$ cat src/rtl/mem_stage_pkg.sv
`default_nettype none
// ============================================================================
// Module      : mem_stage_pkg
// Description : Shared CPU constants for the MEM stage: reset PC, load-op
//               encodings, MEM FSM state codes and the stage-register layout.
// Revision    : 1.0 - initial release
// ============================================================================
package mem_stage_pkg;

    localparam logic [31:0] RESET_PC = 32'h1c00_0000;

    localparam logic [2:0] c_LOAD_LW  = 3'b000;
    localparam logic [2:0] c_LOAD_LB  = 3'b001;
    localparam logic [2:0] c_LOAD_LBU = 3'b010;
    localparam logic [2:0] c_LOAD_LH  = 3'b011;
    localparam logic [2:0] c_LOAD_LHU = 3'b100;

    localparam logic [1:0] c_ST_IDLE = 2'd0;
    localparam logic [1:0] c_ST_WAIT = 2'd1;
    localparam logic [1:0] c_ST_HELD = 2'd2;

    typedef struct packed {
        logic [31:0] inst;
        logic [31:0] pc;
        logic [31:0] result;
        logic        is_load;
        logic [2:0]  load_op;
        logic        reg_en;
        logic [4:0]  dest;
    } mem_ctx_t;

    // PC is seeded one word before the boot vector so IF's first +4 lands on it
    localparam mem_ctx_t c_CTX_RESET = '{
        inst:    32'd0,
        pc:      RESET_PC - 32'd4,
        result:  32'd0,
        is_load: 1'b0,
        load_op: 3'd0,
        reg_en:  1'b0,
        dest:    5'd0
    };

endpackage
`default_nettype wire

$ cat src/rtl/mem_stage_if.sv
`default_nettype none
// ============================================================================
// Module      : mem_stage_if
// Description : EX/WB handshake, data-memory response and forwarding bundle
//               of the MEM stage.
// Revision    : 1.0 - initial release
// ============================================================================
interface mem_stage_if;

    logic        ex_valid;
    logic        mem_allow_in;
    logic [31:0] ex_inst;
    logic [31:0] ex_pc;
    logic [31:0] ex_result;
    logic        ex_is_load;
    logic [2:0]  ex_load_op;
    logic        ex_reg_en;
    logic [4:0]  ex_dest;

    logic        data_sram_data_ok;
    logic [31:0] data_sram_rdata;

    logic        wb_allow_in;
    logic        mem_ready_go;
    logic [31:0] mem_inst;
    logic [31:0] mem_pc;
    logic [31:0] mem_data_to_reg;
    logic        mem_reg_en;
    logic [4:0]  mem_dest;

    logic        fwd_we;
    logic [4:0]  fwd_dest;
    logic [31:0] fwd_data;
    logic        fwd_load_stall;

    modport master (
        output ex_valid, ex_inst, ex_pc, ex_result, ex_is_load, ex_load_op,
               ex_reg_en, ex_dest, data_sram_data_ok, data_sram_rdata, wb_allow_in,
        input  mem_allow_in, mem_ready_go, mem_inst, mem_pc, mem_data_to_reg,
               mem_reg_en, mem_dest, fwd_we, fwd_dest, fwd_data, fwd_load_stall
    );

    modport slave (
        input  ex_valid, ex_inst, ex_pc, ex_result, ex_is_load, ex_load_op,
               ex_reg_en, ex_dest, data_sram_data_ok, data_sram_rdata, wb_allow_in,
        output mem_allow_in, mem_ready_go, mem_inst, mem_pc, mem_data_to_reg,
               mem_reg_en, mem_dest, fwd_we, fwd_dest, fwd_data, fwd_load_stall
    );

endinterface
`default_nettype wire

$ cat src/rtl/mem_stage_load_align.sv
`default_nettype none
// ============================================================================
// Module      : load_align
// Description : Selects and extends the addressed byte/half of a load word.
// Revision    : 1.0 - initial release
// ============================================================================
module load_align
    import mem_stage_pkg::*;
(
    input  logic [31:0] rdata,
    input  logic [1:0]  offset,
    input  logic [2:0]  op,
    output logic [31:0] result
);

    logic [7:0]  w_byte;
    logic [15:0] w_half;

    always_comb begin
        case (offset)
            2'd0:    w_byte = rdata[7:0];
            2'd1:    w_byte = rdata[15:8];
            2'd2:    w_byte = rdata[23:16];
            default: w_byte = rdata[31:24];
        endcase
        // Halves are naturally aligned; the low offset bit carries no meaning
        w_half = offset[1] ? rdata[31:16] : rdata[15:0];

        case (op)
            c_LOAD_LB:  result = {{24{w_byte[7]}}, w_byte};
            c_LOAD_LBU: result = {24'd0, w_byte};
            c_LOAD_LH:  result = {{16{w_half[15]}}, w_half};
            c_LOAD_LHU: result = {16'd0, w_half};
            default:    result = rdata;
        endcase
    end

endmodule
`default_nettype wire

$ cat src/rtl/mem_stage.sv
`default_nettype none
// ============================================================================
// Module      : mem_stage
// Description : Pipeline MEM stage: holds one instruction, waits for load
//               data, aligns it and offers the result to WB and to ID bypass.
// Revision    : 1.0 - initial release
// ============================================================================
module mem_stage
    import mem_stage_pkg::*;
(
    input  logic        clk,
    input  logic        reset,
    mem_stage_if.slave  bus
);

    logic        r_valid;
    logic [1:0]  r_state;
    mem_ctx_t    r_ctx;
    logic [31:0] r_buf;

    mem_ctx_t    w_ex_ctx;
    logic        w_ready_go;
    logic        w_allow_in;
    logic        w_accept;
    logic        w_new_load;
    logic [31:0] w_raw;
    logic [31:0] w_load_data;
    logic [31:0] w_data_to_reg;

    always_comb begin
        w_ex_ctx = '{
            inst:    bus.ex_inst,
            pc:      bus.ex_pc,
            result:  bus.ex_result,
            is_load: bus.ex_is_load,
            load_op: bus.ex_load_op,
            reg_en:  bus.ex_reg_en,
            dest:    bus.ex_dest
        };
        w_ready_go = !r_ctx.is_load
                   | ((r_state == c_ST_WAIT) & bus.data_sram_data_ok)
                   | (r_state == c_ST_HELD);
        w_allow_in = !r_valid | (w_ready_go & bus.wb_allow_in);
        w_accept   = bus.ex_valid & w_allow_in;
        w_new_load = w_accept & bus.ex_is_load;
        w_raw      = (r_state == c_ST_HELD) ? r_buf : bus.data_sram_rdata;
        w_data_to_reg = r_ctx.is_load ? w_load_data : r_ctx.result;
    end

    load_align u_load_align (
        .rdata  (w_raw),
        .offset (r_ctx.result[1:0]),
        .op     (r_ctx.load_op),
        .result (w_load_data)
    );

    always_ff @(posedge clk) begin
        if (reset) begin
            r_valid <= 1'b0;
            r_state <= c_ST_IDLE;
            r_ctx   <= c_CTX_RESET;
            r_buf   <= 32'd0;
        end else begin
            if (w_allow_in)
                r_valid <= bus.ex_valid;
            if (w_accept)
                r_ctx <= w_ex_ctx;

            case (r_state)
                c_ST_IDLE: begin
                    if (w_new_load)
                        r_state <= c_ST_WAIT;
                end
                c_ST_WAIT: begin
                    if (bus.data_sram_data_ok) begin
                        if (bus.wb_allow_in) begin
                            r_state <= w_new_load ? c_ST_WAIT : c_ST_IDLE;
                        end else begin
                            // WB stalled: keep the raw word, the SRAM won't repeat it
                            r_state <= c_ST_HELD;
                            r_buf   <= bus.data_sram_rdata;
                        end
                    end
                end
                c_ST_HELD: begin
                    if (bus.wb_allow_in)
                        r_state <= w_new_load ? c_ST_WAIT : c_ST_IDLE;
                end
                default: r_state <= c_ST_IDLE;
            endcase
        end
    end

    assign bus.mem_allow_in    = w_allow_in;
    assign bus.mem_ready_go    = r_valid & w_ready_go;
    assign bus.mem_inst        = r_ctx.inst;
    assign bus.mem_pc          = r_ctx.pc;
    assign bus.mem_data_to_reg = w_data_to_reg;
    assign bus.mem_reg_en      = r_ctx.reg_en;
    assign bus.mem_dest        = r_ctx.dest;

    assign bus.fwd_we          = r_valid & r_ctx.reg_en & w_ready_go;
    assign bus.fwd_dest        = r_ctx.dest;
    assign bus.fwd_data        = w_data_to_reg;
    assign bus.fwd_load_stall  = r_valid & r_ctx.is_load & r_ctx.reg_en & !w_ready_go;

endmodule
`default_nettype wire

$ cat src/flat_wrapper.sv
// flat-port wrapper written by rule: the top's interface ports become plain ports
module mem_stage_flat import mem_stage_pkg::*;
  (clk, reset, bus_ex_valid, bus_ex_inst, bus_ex_pc, bus_ex_result, bus_ex_is_load, bus_ex_load_op, bus_ex_reg_en, bus_ex_dest, bus_data_sram_data_ok, bus_data_sram_rdata, bus_wb_allow_in, bus_mem_allow_in, bus_mem_ready_go, bus_mem_inst, bus_mem_pc, bus_mem_data_to_reg, bus_mem_reg_en, bus_mem_dest, bus_fwd_we, bus_fwd_dest, bus_fwd_data, bus_fwd_load_stall);
  mem_stage_if bus_i ();
  input  logic clk;
  input  logic reset;
  input wire logic [$bits(bus_i.ex_valid)-1:0] bus_ex_valid;
  input wire logic [$bits(bus_i.ex_inst)-1:0] bus_ex_inst;
  input wire logic [$bits(bus_i.ex_pc)-1:0] bus_ex_pc;
  input wire logic [$bits(bus_i.ex_result)-1:0] bus_ex_result;
  input wire logic [$bits(bus_i.ex_is_load)-1:0] bus_ex_is_load;
  input wire logic [$bits(bus_i.ex_load_op)-1:0] bus_ex_load_op;
  input wire logic [$bits(bus_i.ex_reg_en)-1:0] bus_ex_reg_en;
  input wire logic [$bits(bus_i.ex_dest)-1:0] bus_ex_dest;
  input wire logic [$bits(bus_i.data_sram_data_ok)-1:0] bus_data_sram_data_ok;
  input wire logic [$bits(bus_i.data_sram_rdata)-1:0] bus_data_sram_rdata;
  input wire logic [$bits(bus_i.wb_allow_in)-1:0] bus_wb_allow_in;
  output wire logic [$bits(bus_i.mem_allow_in)-1:0] bus_mem_allow_in;
  output wire logic [$bits(bus_i.mem_ready_go)-1:0] bus_mem_ready_go;
  output wire logic [$bits(bus_i.mem_inst)-1:0] bus_mem_inst;
  output wire logic [$bits(bus_i.mem_pc)-1:0] bus_mem_pc;
  output wire logic [$bits(bus_i.mem_data_to_reg)-1:0] bus_mem_data_to_reg;
  output wire logic [$bits(bus_i.mem_reg_en)-1:0] bus_mem_reg_en;
  output wire logic [$bits(bus_i.mem_dest)-1:0] bus_mem_dest;
  output wire logic [$bits(bus_i.fwd_we)-1:0] bus_fwd_we;
  output wire logic [$bits(bus_i.fwd_dest)-1:0] bus_fwd_dest;
  output wire logic [$bits(bus_i.fwd_data)-1:0] bus_fwd_data;
  output wire logic [$bits(bus_i.fwd_load_stall)-1:0] bus_fwd_load_stall;
  assign bus_i.ex_valid = bus_ex_valid;
  assign bus_i.ex_inst = bus_ex_inst;
  assign bus_i.ex_pc = bus_ex_pc;
  assign bus_i.ex_result = bus_ex_result;
  assign bus_i.ex_is_load = bus_ex_is_load;
  assign bus_i.ex_load_op = bus_ex_load_op;
  assign bus_i.ex_reg_en = bus_ex_reg_en;
  assign bus_i.ex_dest = bus_ex_dest;
  assign bus_i.data_sram_data_ok = bus_data_sram_data_ok;
  assign bus_i.data_sram_rdata = bus_data_sram_rdata;
  assign bus_i.wb_allow_in = bus_wb_allow_in;
  assign bus_mem_allow_in = bus_i.mem_allow_in;
  assign bus_mem_ready_go = bus_i.mem_ready_go;
  assign bus_mem_inst = bus_i.mem_inst;
  assign bus_mem_pc = bus_i.mem_pc;
  assign bus_mem_data_to_reg = bus_i.mem_data_to_reg;
  assign bus_mem_reg_en = bus_i.mem_reg_en;
  assign bus_mem_dest = bus_i.mem_dest;
  assign bus_fwd_we = bus_i.fwd_we;
  assign bus_fwd_dest = bus_i.fwd_dest;
  assign bus_fwd_data = bus_i.fwd_data;
  assign bus_fwd_load_stall = bus_i.fwd_load_stall;
  mem_stage u_core (.clk(clk), .reset(reset), .bus(bus_i));
endmodule
$ cat config.mk
export PLATFORM = sky130hd
export DESIGN_NAME = mem_stage_flat
export DESIGN_NICKNAME = d
export VERILOG_FILES = /design/src/rtl/mem_stage_pkg.sv /design/src/rtl/mem_stage_if.sv /design/src/rtl/mem_stage_load_align.sv /design/src/rtl/mem_stage.sv /design/src/flat_wrapper.sv
export SDC_FILE = /design/constraint.sdc
export NUM_CORES = 1
export LEC_CHECK = 0
export ABC_CLOCK_PERIOD_IN_PS = 3000
export BUFFER_PORTS_ARGS = -buffer_cell sky130_fd_sc_hd__buf_2
export CORE_ASPECT_RATIO = 1.1
export CORE_MARGIN = 4
export CORE_UTILIZATION = 40
export DETAILED_ROUTE_END_ITERATION = 10
export PLACE_DENSITY_LB_ADDON = 0.2
export RECOVER_POWER = 50
export SETUP_SLACK_MARGIN = 0.2
export SLEW_MARGIN = 25
export SYNTH_ARGS = -nofsm -noshare
export SYNTH_HDL_FRONTEND = slang
export SYNTH_SLANG_ARGS = --single-unit
$ cat constraint.sdc
create_clock -name clk -period 3 [get_ports clk]
set_input_delay 0.3 -clock clk [delete_from_list [all_inputs] [get_ports clk]]
set_output_delay 0.3 -clock clk [all_outputs]
set_load 0.01 [all_outputs]
======== Yosys cells after proc, flatten, opt, wreduce, memory -nomap -nowiden ========
Cells that the tools add are included.
cells by class
  eq/ne operators ......................... 11
  multiplexer cells ....................... 11
  bitwise gates (word level) .............. 14
  reduce and logical (&&, ||, !) cells .... 7
operator list
  cell                number
  $pmux 32 s4         1
  $mux 32             2
  $pmux 8 s3          1
  $mux 16             1
  $and 1x1->1         10
  $mux 2              4
  $eq 3x2->1 const B  2
  $pmux 2 s3          1
  $reduce_and 3->1    2
  $eq 2x1->1 const B  2
  $eq 2x2->1 const B  2
  $logic_not 2->1     2
  $ne 2x2->1 const B  2
  $eq 3x1->1 const B  1
  $eq 3x3->1 const B  1
  $logic_not 1->1     3
  $or 1x1->1          3
  $ne 2x1->1 const B  1
  $mux 1              1
  $not 1->1           1
storage, ports and cells
  register bits ........................... 141
  output and inout bits ................... 143
  logic and storage cells ................. 53

======== Depth between registers and ports, before layout ========
Gate-level depths: netlist of the first run.
  word-level depth ........................ 12
  mapped depth ............................ 10
  gate-level depth less buffers ........... 5

======== Cells and area by module ========
From an unflattened synthesis of the first run, not the netlist that was laid out.
unflattened totals
  cells, all modules ...................... 987
  area, all modules ....................... 8,734.6 um^2
modules (own cells, without submodules)
  module      instances  cells an instance  area each (um^2)  seq. area each (um^2)
  mem_stage   1          805                7,458.4           2,822.7
  load_align  1          182                1,276.2           0.0

======== Least setup slack after synthesis of the first run ========
Ideal clock, no wire load.
  path kind ............................... register to output
  from .................................... register u_core.r_state[0]
  to ...................................... output port bus_mem_data_to_reg[21]
  arrival ................................. 1.990 ns
  required time ........................... 2.700 ns
  slack ................................... 0.710 ns
  cell stages (with the launch flop) ...... 10
  path buffers ............................ 4
  cell sequence ........................... dfxtp_1 buf_6 nand2b_4 buf_6 mux2_4 a311oi_2 o311ai_4 buf_6 o22a_1 buf_4
between the ends
  word-level cells in the longest chain between the ends .. 5
RTL lines
  item                                   line                                                    RTL
  start: declaration                     mem_stage.sv:17                                         logic [1:0] r_state;
  start signal: assignment               mem_stage.sv:60                                         r_state <= c_ST_IDLE;
  start signal: assignment               mem_stage.sv:72                                         r_state <= c_ST_WAIT;
  start signal: assignment               mem_stage.sv:77                                         r_state <= w_new_load ? c_ST_WAIT : c_ST_IDLE;
  $eq 2x2->1 (*)                         mem_stage.sv:46                                         w_raw = (r_state == c_ST_HELD) ? r_buf : bus.data_sram_rdata;
  $mux 32 (*)                            mem_stage.sv:46
  $pmux 8 s3 or $mux 16 (tied branches)  mem_stage_load_align.sv:20, mem_stage_load_align.sv:27
  $pmux 32 s4 (*)                        mem_stage_load_align.sv:29                              case (op)
  $mux 32 (*)                            mem_stage.sv:47                                         w_data_to_reg = r_ctx.is_load ? w_load_data : r_ctx.result;
  end: declaration                       flat_wrapper.sv:22                                      output wire logic [$bits(bus_i.mem_data_to_reg)-1:0] bus_mem_data_to_reg;
Every way passes the cells marked *; elsewhere a longest branch is shown, timed or not.

======== Worst setup path after layout of the first run ========
  from .................................... register u_core.r_state[1]
  to ...................................... output port bus_fwd_data[7]
between the ends
  word-level cells in the longest chain between the ends .. 5
RTL lines
  item                                   line                                                    RTL
  $eq 2x2->1 (*)                         mem_stage.sv:46
  $mux 32 (*)                            mem_stage.sv:46
  $pmux 8 s3 or $mux 16 (tied branches)  mem_stage_load_align.sv:20, mem_stage_load_align.sv:27
  $pmux 32 s4 (*)                        mem_stage_load_align.sv:29
  $mux 32 (*)                            mem_stage.sv:47
  end: declaration                       flat_wrapper.sv:27                                      output wire logic [$bits(bus_i.fwd_data)-1:0] bus_fwd_data;
Marked as above.

==> flow_summary.ini, run 1 <==
[power_and_ir_drop]
power.internal_mw = 3.83
switchingPower_mw = 1.46
seq_power_share = 0.387
p_sw_frac = 0.276
comb_power_share = 0.182
p_clk_frac = 0.431
power_mw = 5.29
powerDensity_nw_per_um2 = 600
leakage_nw = 3.88
worst_ir_drop_vdd_mv = 0.427

[route]
dr.pass1.iters = 5
vias_per_cell = 5.03
final_antenna_net_count = 0
vias = 6847
routed_wl_mm = 23.4
wl_per_cell_um = 17.2
route.detailed.drc = 0
drt_iter0_markers = 418

[clock_tree]
clock_latency_ns = 0.42
clock-sinks = 141
cts_root_buf = clkbuf_16
path_clk_slew_ns = 0.06
htreeDepth = 4
cts_made_buffers = 17
hold_buffers = 0
clockBufferDepth = 2
cts_tree = done

[timing]
slew_headroom = 0.0334
worst_slew_pin_slew_ns = 1.45
setup_tns_ns = 0
slew_violations = 0
clock_skew_ns = 0.0113
timing.fmax_mhz = 361
rsz0062_at_grt = true
min_period_ns = 2.77
setup_viol = 0
finalCritPeriodShare = 0.923
hold_viol_final = 0

[floorplan]
die_w_um = 137
die_h_um = 150
ios = 286
die_area_um2 = 20600
core_um2 = 17900
start_util = 0.412
rows = 51

[yosys]
synth-async-reset-ratio = 0
synthCells = 955
synth_top_area_share = 0.384
synth_area_per_cell_um2 = 7.70
syn_area_um2 = 7360
ys_seq_area_frac = 0.384
synth_top_area_cell = dfxtp_1
synth_edf_count = 0
yosys_warnings = 0
synth_area_leaders = dfxtp_1, nand2_1, buf_4
synth_cell_type_count = 52
synth_ff_type = dfxtp_1
syn_nets = 1098
ys_ff_latch = 141
yosys-top-cells-count = nand2_1, dfxtp_1, a21oi_1
yosysMostFrequentCell = nand2_1

[finish]
area_growth_pct = 19.8
fill_cells = 1879
final_nets = 1254
drive_above_1_share = 0.262

[worst_setup_path]
arrival_ns = 2.47
worstReg2RegStart = u_core.r_state[1]$_SDFFE_PP0P_
path_class = flip-flop to primary output
cp-end-kind = primary output
crit_required_ns = 2.70
worstReg2RegEnd = u_core.bus.mem_pc[10]$_SDFFE_PP1N_
cp-start-kind = flip-flop
rr_worst_depth = 7
crit_end = bus_fwd_data[7]
crit_path_start = u_core.r_state[1]$_SDFFE_PP0P_
r2r_setup_slack_ns = 0.31
path_max_fanout = 10

[place]
dp.final_hpwl_mm = 17.1
gp_congestion = 0.944
numPortBuffers = 285

[run_status]
status = finished clean

[global_route]
grt_overflow_total = 0
grt.total_usage = 0.220
first_global_vias = 6366
grt_pass1_wl_mm = 35.1
use_met1 = 0.280
top_usage_layer = met2
grt_max_degree = 95
met3_usage = 0.0722
grt_util_met2 = 0.352
antenna_found_initial = 5

[job]
cap_violations = 0

[min_path]
min_path_type = primary input to flip-flop
-- flip-flops by register name, indices dropped and copies added (netlist names) --
register,flops
u_core.r_state,2
u_core.bus.fwd_dest,5
u_core.r_buf,32
u_core.r_valid,1
u_core.bus.mem_reg_en,1
u_core.bus.mem_inst,32
u_core.r_ctx,36
u_core.bus.mem_pc,32
-- per-layer routing --
metal | vias to the layer above | wire [um]
li1 | 3385 | -
met1 | 3128 | 9950
met2 | 290 | 10900
met3 | 36 | 2080
met4 | 8 | 423
met5 | - | 47
-- layout by cell type (no fill, tap or decap), types with 3 or more instances in the layout --
cell,synthesis,routed
nand2b_1,6,6
inv_1,6,6
dfxtp_1,141,138
mux4_2,6,6
buf_4,114,14
o32a_1,4,4
clkbuf_1,38,79
buf_12,0,5
buf_2,15,208
a21oi_1,136,135
nor2b_1,7,7
nand2_1,305,305
o21ai_0,12,12
nand3_1,7,7
a31oi_1,7,6
mux2i_1,28,23
o22a_1,16,16
bufinv_16,0,4
mux2_2,6,6
clkbuf_8,0,3
nor2_1,30,30
nand3b_1,26,26
mux2i_2,0,4
clkbuf_16,0,17
-- logic make-up (layout without fill, tap and decap cells) --
group / count (synthesis) / in the layout / synth area share
multiplexers: 42 / 42 / 0.0697
other: 0 / 1 / 0
AO/OA/AOI/OAI: 197 / 197 / 0.162
AND/OR/NAND/NOR: 393 / 394 / 0.225
flip-flops: 141 / 141 / 0.384
adder cells (fa/ha/maj): 1 / 1 / 0.00136
buffers and inverters: 179 / 346 / 0.155
XOR/XNOR: 2 / 2 / 0.00238
-- worst min-delay path by stage --
stage                                         start                                    to  slack (ns)  cells past startpoint
5_1_grt                                bus_ex_pc[3]     u_core.bus.mem_pc[3]$_SDFFE_PP1N_        0.09                      3
3_3_place_gp   u_core.bus.mem_inst[14]$_SDFFE_PP0N_  u_core.bus.mem_inst[14]$_SDFFE_PP0N_        0.44                      2
4_1_cts                                bus_ex_pc[5]     u_core.bus.mem_pc[5]$_SDFFE_PP1N_        0.07                      3
2_1_floorplan                                 reset        u_core.r_state[0]$_SDFFE_PP0P_        0.39                      1
6_report                              bus_ex_pc[27]    u_core.bus.mem_pc[27]$_SDFFE_PP1N_        0.08                      3
3_5_place_dp     u_core.bus.mem_pc[26]$_SDFFE_PP0N_    u_core.bus.mem_pc[26]$_SDFFE_PP0N_        0.44                      2
-- final cells by class --
type / count / area [um2] / share of cell area
diodes: 1 / 2.50 / 0.000284
clock buffers: 22 / 474 / 0.0538
well taps: 238 / 298 / 0.0338
inverters: 7 / 26.3 / 0.00298
multi-input cells: 636 / 3460 / 0.392
clock inverters: 9 / 158 / 0.0179
repair buffers: 308 / 1560 / 0.178
flip-flops and latches: 141 / 2830 / 0.321
-- through the flow --
stage	instances	instance area [um2]	utilization	setup slack [ns]	hold WS [ns]
floorplan	955	7360	-	0.710	0.390
global placement	1325	8180	0.458	0.374	0.439
detailed placement	1325	8180	0.458	0.380	0.444
CTS	1361	8910	0.499	0.212	0.0686
global route	1362	8810	0.493	0.103	0.0874
finish	1362	8810	0.493	0.232	0.0846
-- what timing repair did --
item                                    4_1_cts  5_1_grt
pin swaps                                     1        1
cloned                                        1        0
buffers inserted                              4        0
endpoints found under the setup margin       60       52
gates resized for setup                      10        7
-- power groups by stage --
stage / Combinational (mW) / Clock [mW] / Sequential (mW)
CTS: 0.989 / 2.32 / 2.05
finish: 0.963 / 2.28 / 2.05
detailed placement: 0.969 / 0 / 2.08
global placement: 0.967 / 0 / 2.08
floorplan: 0.713 / 0 / 2.06
global route: 1.06 / 2.41 / 2.06
-- critical path, stage by stage (launching register included) --
cell and delay (ns):
dfxtp_4 0.42, nor2b_1 0.14, clkbuf_2 0.23, mux4_2 0.55, a222oi_1 0.36, a21oi_1 0.16, buf_2 0.19
No activity file was read; power rests on OpenSTA's default activity.
==> inputs of run 2 (changes only) <==
--- a/config.mk
+++ b/config.mk
@@ -13,8 +13,9 @@
 export DETAILED_ROUTE_END_ITERATION = 10
 export PLACE_DENSITY_LB_ADDON = 0.2
 export RECOVER_POWER = 50
-export SETUP_SLACK_MARGIN = 0.2
+export SETUP_SLACK_MARGIN = 0.3
 export SLEW_MARGIN = 25
 export SYNTH_ARGS = -nofsm -noshare
 export SYNTH_HDL_FRONTEND = slang
 export SYNTH_SLANG_ARGS = --single-unit
+export TNS_END_PERCENT = 30
==> flow_summary.ini, run 2 (synthesis gave the netlist of run 1 again) <==
[timing]
setup_viol = 0
timing.fmax_mhz = 368
slew_violations = 0
clock_skew_ns = 0.0111
finalCritPeriodShare = 0.905
setup_tns_ns = 0
worst_slew_pin_slew_ns = 1.47
hold_viol_final = 0
rsz0062_at_grt = true
hold_ws_ns = 0.0861
slew_headroom = 0.0230
min_period_ns = 2.71

[finish]
final_nets = 1262
fill_cells = 1867
final_cell_mix = nand2_1, buf_2, dfxtp_1
drive_above_1_share = 0.264
fin_util = 0.500
area_growth_pct = 21.4
largest_reg_flops = 36
largest_register = u_core.r_ctx
final_common_cell = nand2_1
stdcell_area_um2 = 8930

[route]
drt_iter0_markers = 437
final_antenna_net_count = 0
vias = 6873
routed_wl_mm = 23.6
route.detailed.drc = 0
wl_per_cell_um = 17.2
dr.pass1.iters = 5
vias_per_cell = 5.02

[clock_tree]
clockBufferDepth = 2
cts_root_buf = clkbuf_16
path_clk_slew_ns = 0.06
clock-sinks = 141
clock_latency_ns = 0.42
cts_made_buffers = 17
cts_tree = done
htreeDepth = 4

[min_path]
min_path_type = primary input to flip-flop
hp-start = bus_ex_pc[19]
worstHoldPathCells = 3
min_to = u_core.bus.mem_pc[19]$_SDFFE_PP1N_

[floorplan]
die_area_um2 = 20600
die_h_um = 150
rows = 51
core_um2 = 17900
die_w_um = 137
start_util = 0.412
ios = 286

[worst_setup_path]
arrival_ns = 2.41
path_class = flip-flop to primary output
cp-start-kind = flip-flop
path_max_fanout = 11
cp-end-kind = primary output
rr_worst_depth = 8
worstReg2RegStart = u_core.r_state[1]$_SDFFE_PP0P_
crit_required_ns = 2.70
worstReg2RegEnd = u_core.r_ctx[39]$_SDFFE_PP0N_
r2r_setup_slack_ns = 0.33

[global_route]
grt.total_usage = 0.221
grt_pass1_wl_mm = 35.2
grt_overflow_total = 0
first_global_vias = 6373
grt_max_degree = 95
antenna_found_initial = 5

[place]
dp.final_hpwl_mm = 17.1
gp_congestion = 0.944
numPortBuffers = 285
postPlaceCellArea_um2 = 8180

[power_and_ir_drop]
powerDensity_nw_per_um2 = 595
worst_ir_drop_vdd_mv = 0.422
leakage_nw = 3.93

[job]
cap_violations = 0

[run_status]
status = finished clean
==> run 2: cell count changes in the layout (fill, tap and decap cells not counted), sizes merged <==
cell	previous run	this run
buf	228	235
clkbuf	102	103
==> run 2: cell type report <==
cell class	count	area (um2)	share of cell area
antenna	1	2.50	0.000280
clock buffer	22	474	0.0531
clock inverter	9	158	0.0177
inverter	7	26.3	0.00294
multi-input combinational	636	3470	0.389
sequential	141	2830	0.317
tap	238	298	0.0333
timing repair buffer	316	1670	0.187
==> run 2: where the power goes <==
part           internal [mW]  leakage (nW)  switching, mW
registers               1.98          1.16         0.0682
logic                  0.414          2.46          0.578
clock network           1.46         0.303          0.822
total                   3.85          3.93           1.47
==> run 2: metal layers <==
| layer | vias to the layer above | global-route usage | part of all wire |
|---|---|---|---|
| met4 | 8 | 0.0734 | 0.019 |
| li1 | 3404 | - | - |
| met5 | - | 0 | 0.0020 |
| met2 | 279 | 0.354 | 0.47 |
| met1 | 3146 | 0.280 | 0.42 |
| met3 | 36 | 0.0722 | 0.090 |
==> run 2: critical path: stages, from the launching register on <==
cell,delay (ns)
dfxtp_4,0.36
buf_4,0.14
nand2b_4,0.23
mux2i_1,0.25
mux4_2,0.49
o211ai_1,0.33
buf_2,0.20
==> run 2: worst max path at each step <==
stage	startpoint	cells after the start	to	slack, ns
global placement	u_core.r_state[0]$_SDFFE_PP0P_	6	bus_mem_data_to_reg[5]	0.37
CTS	u_core.r_state[1]$_SDFFE_PP0P_	6	bus_mem_data_to_reg[7]	0.31
global route	u_core.r_state[1]$_SDFFE_PP0P_	8	u_core.r_ctx[10]$_SDFFE_PP0N_	0.16
detailed placement	u_core.r_state[0]$_SDFFE_PP0P_	6	bus_mem_data_to_reg[5]	0.38
floorplan	u_core.r_state[0]$_SDFFE_PP0P_	9	bus_mem_data_to_reg[21]	0.71
finish	u_core.r_state[0]$_SDFFE_PP0P_	6	bus_fwd_data[1]	0.29
==> run 2: what timing repair did <==
item                       in CTS  in global routing
setup buffers                   7                  4
gates cloned                    1                  1
hold buffers                    0                  0
resized for setup              16                  9
pin swaps                       3                 13
setup endpoints to repair      62                 46
==> run 2: metrics by stage <==
stage	instances	worst slack (ns)	total power, mW
floorplan	955	0.710	2.77
global placement	1325	0.374	3.05
detailed placement	1325	0.380	3.05
CTS	1364	0.306	5.36
global route	1370	0.160	5.56
finish	1370	0.285	5.32
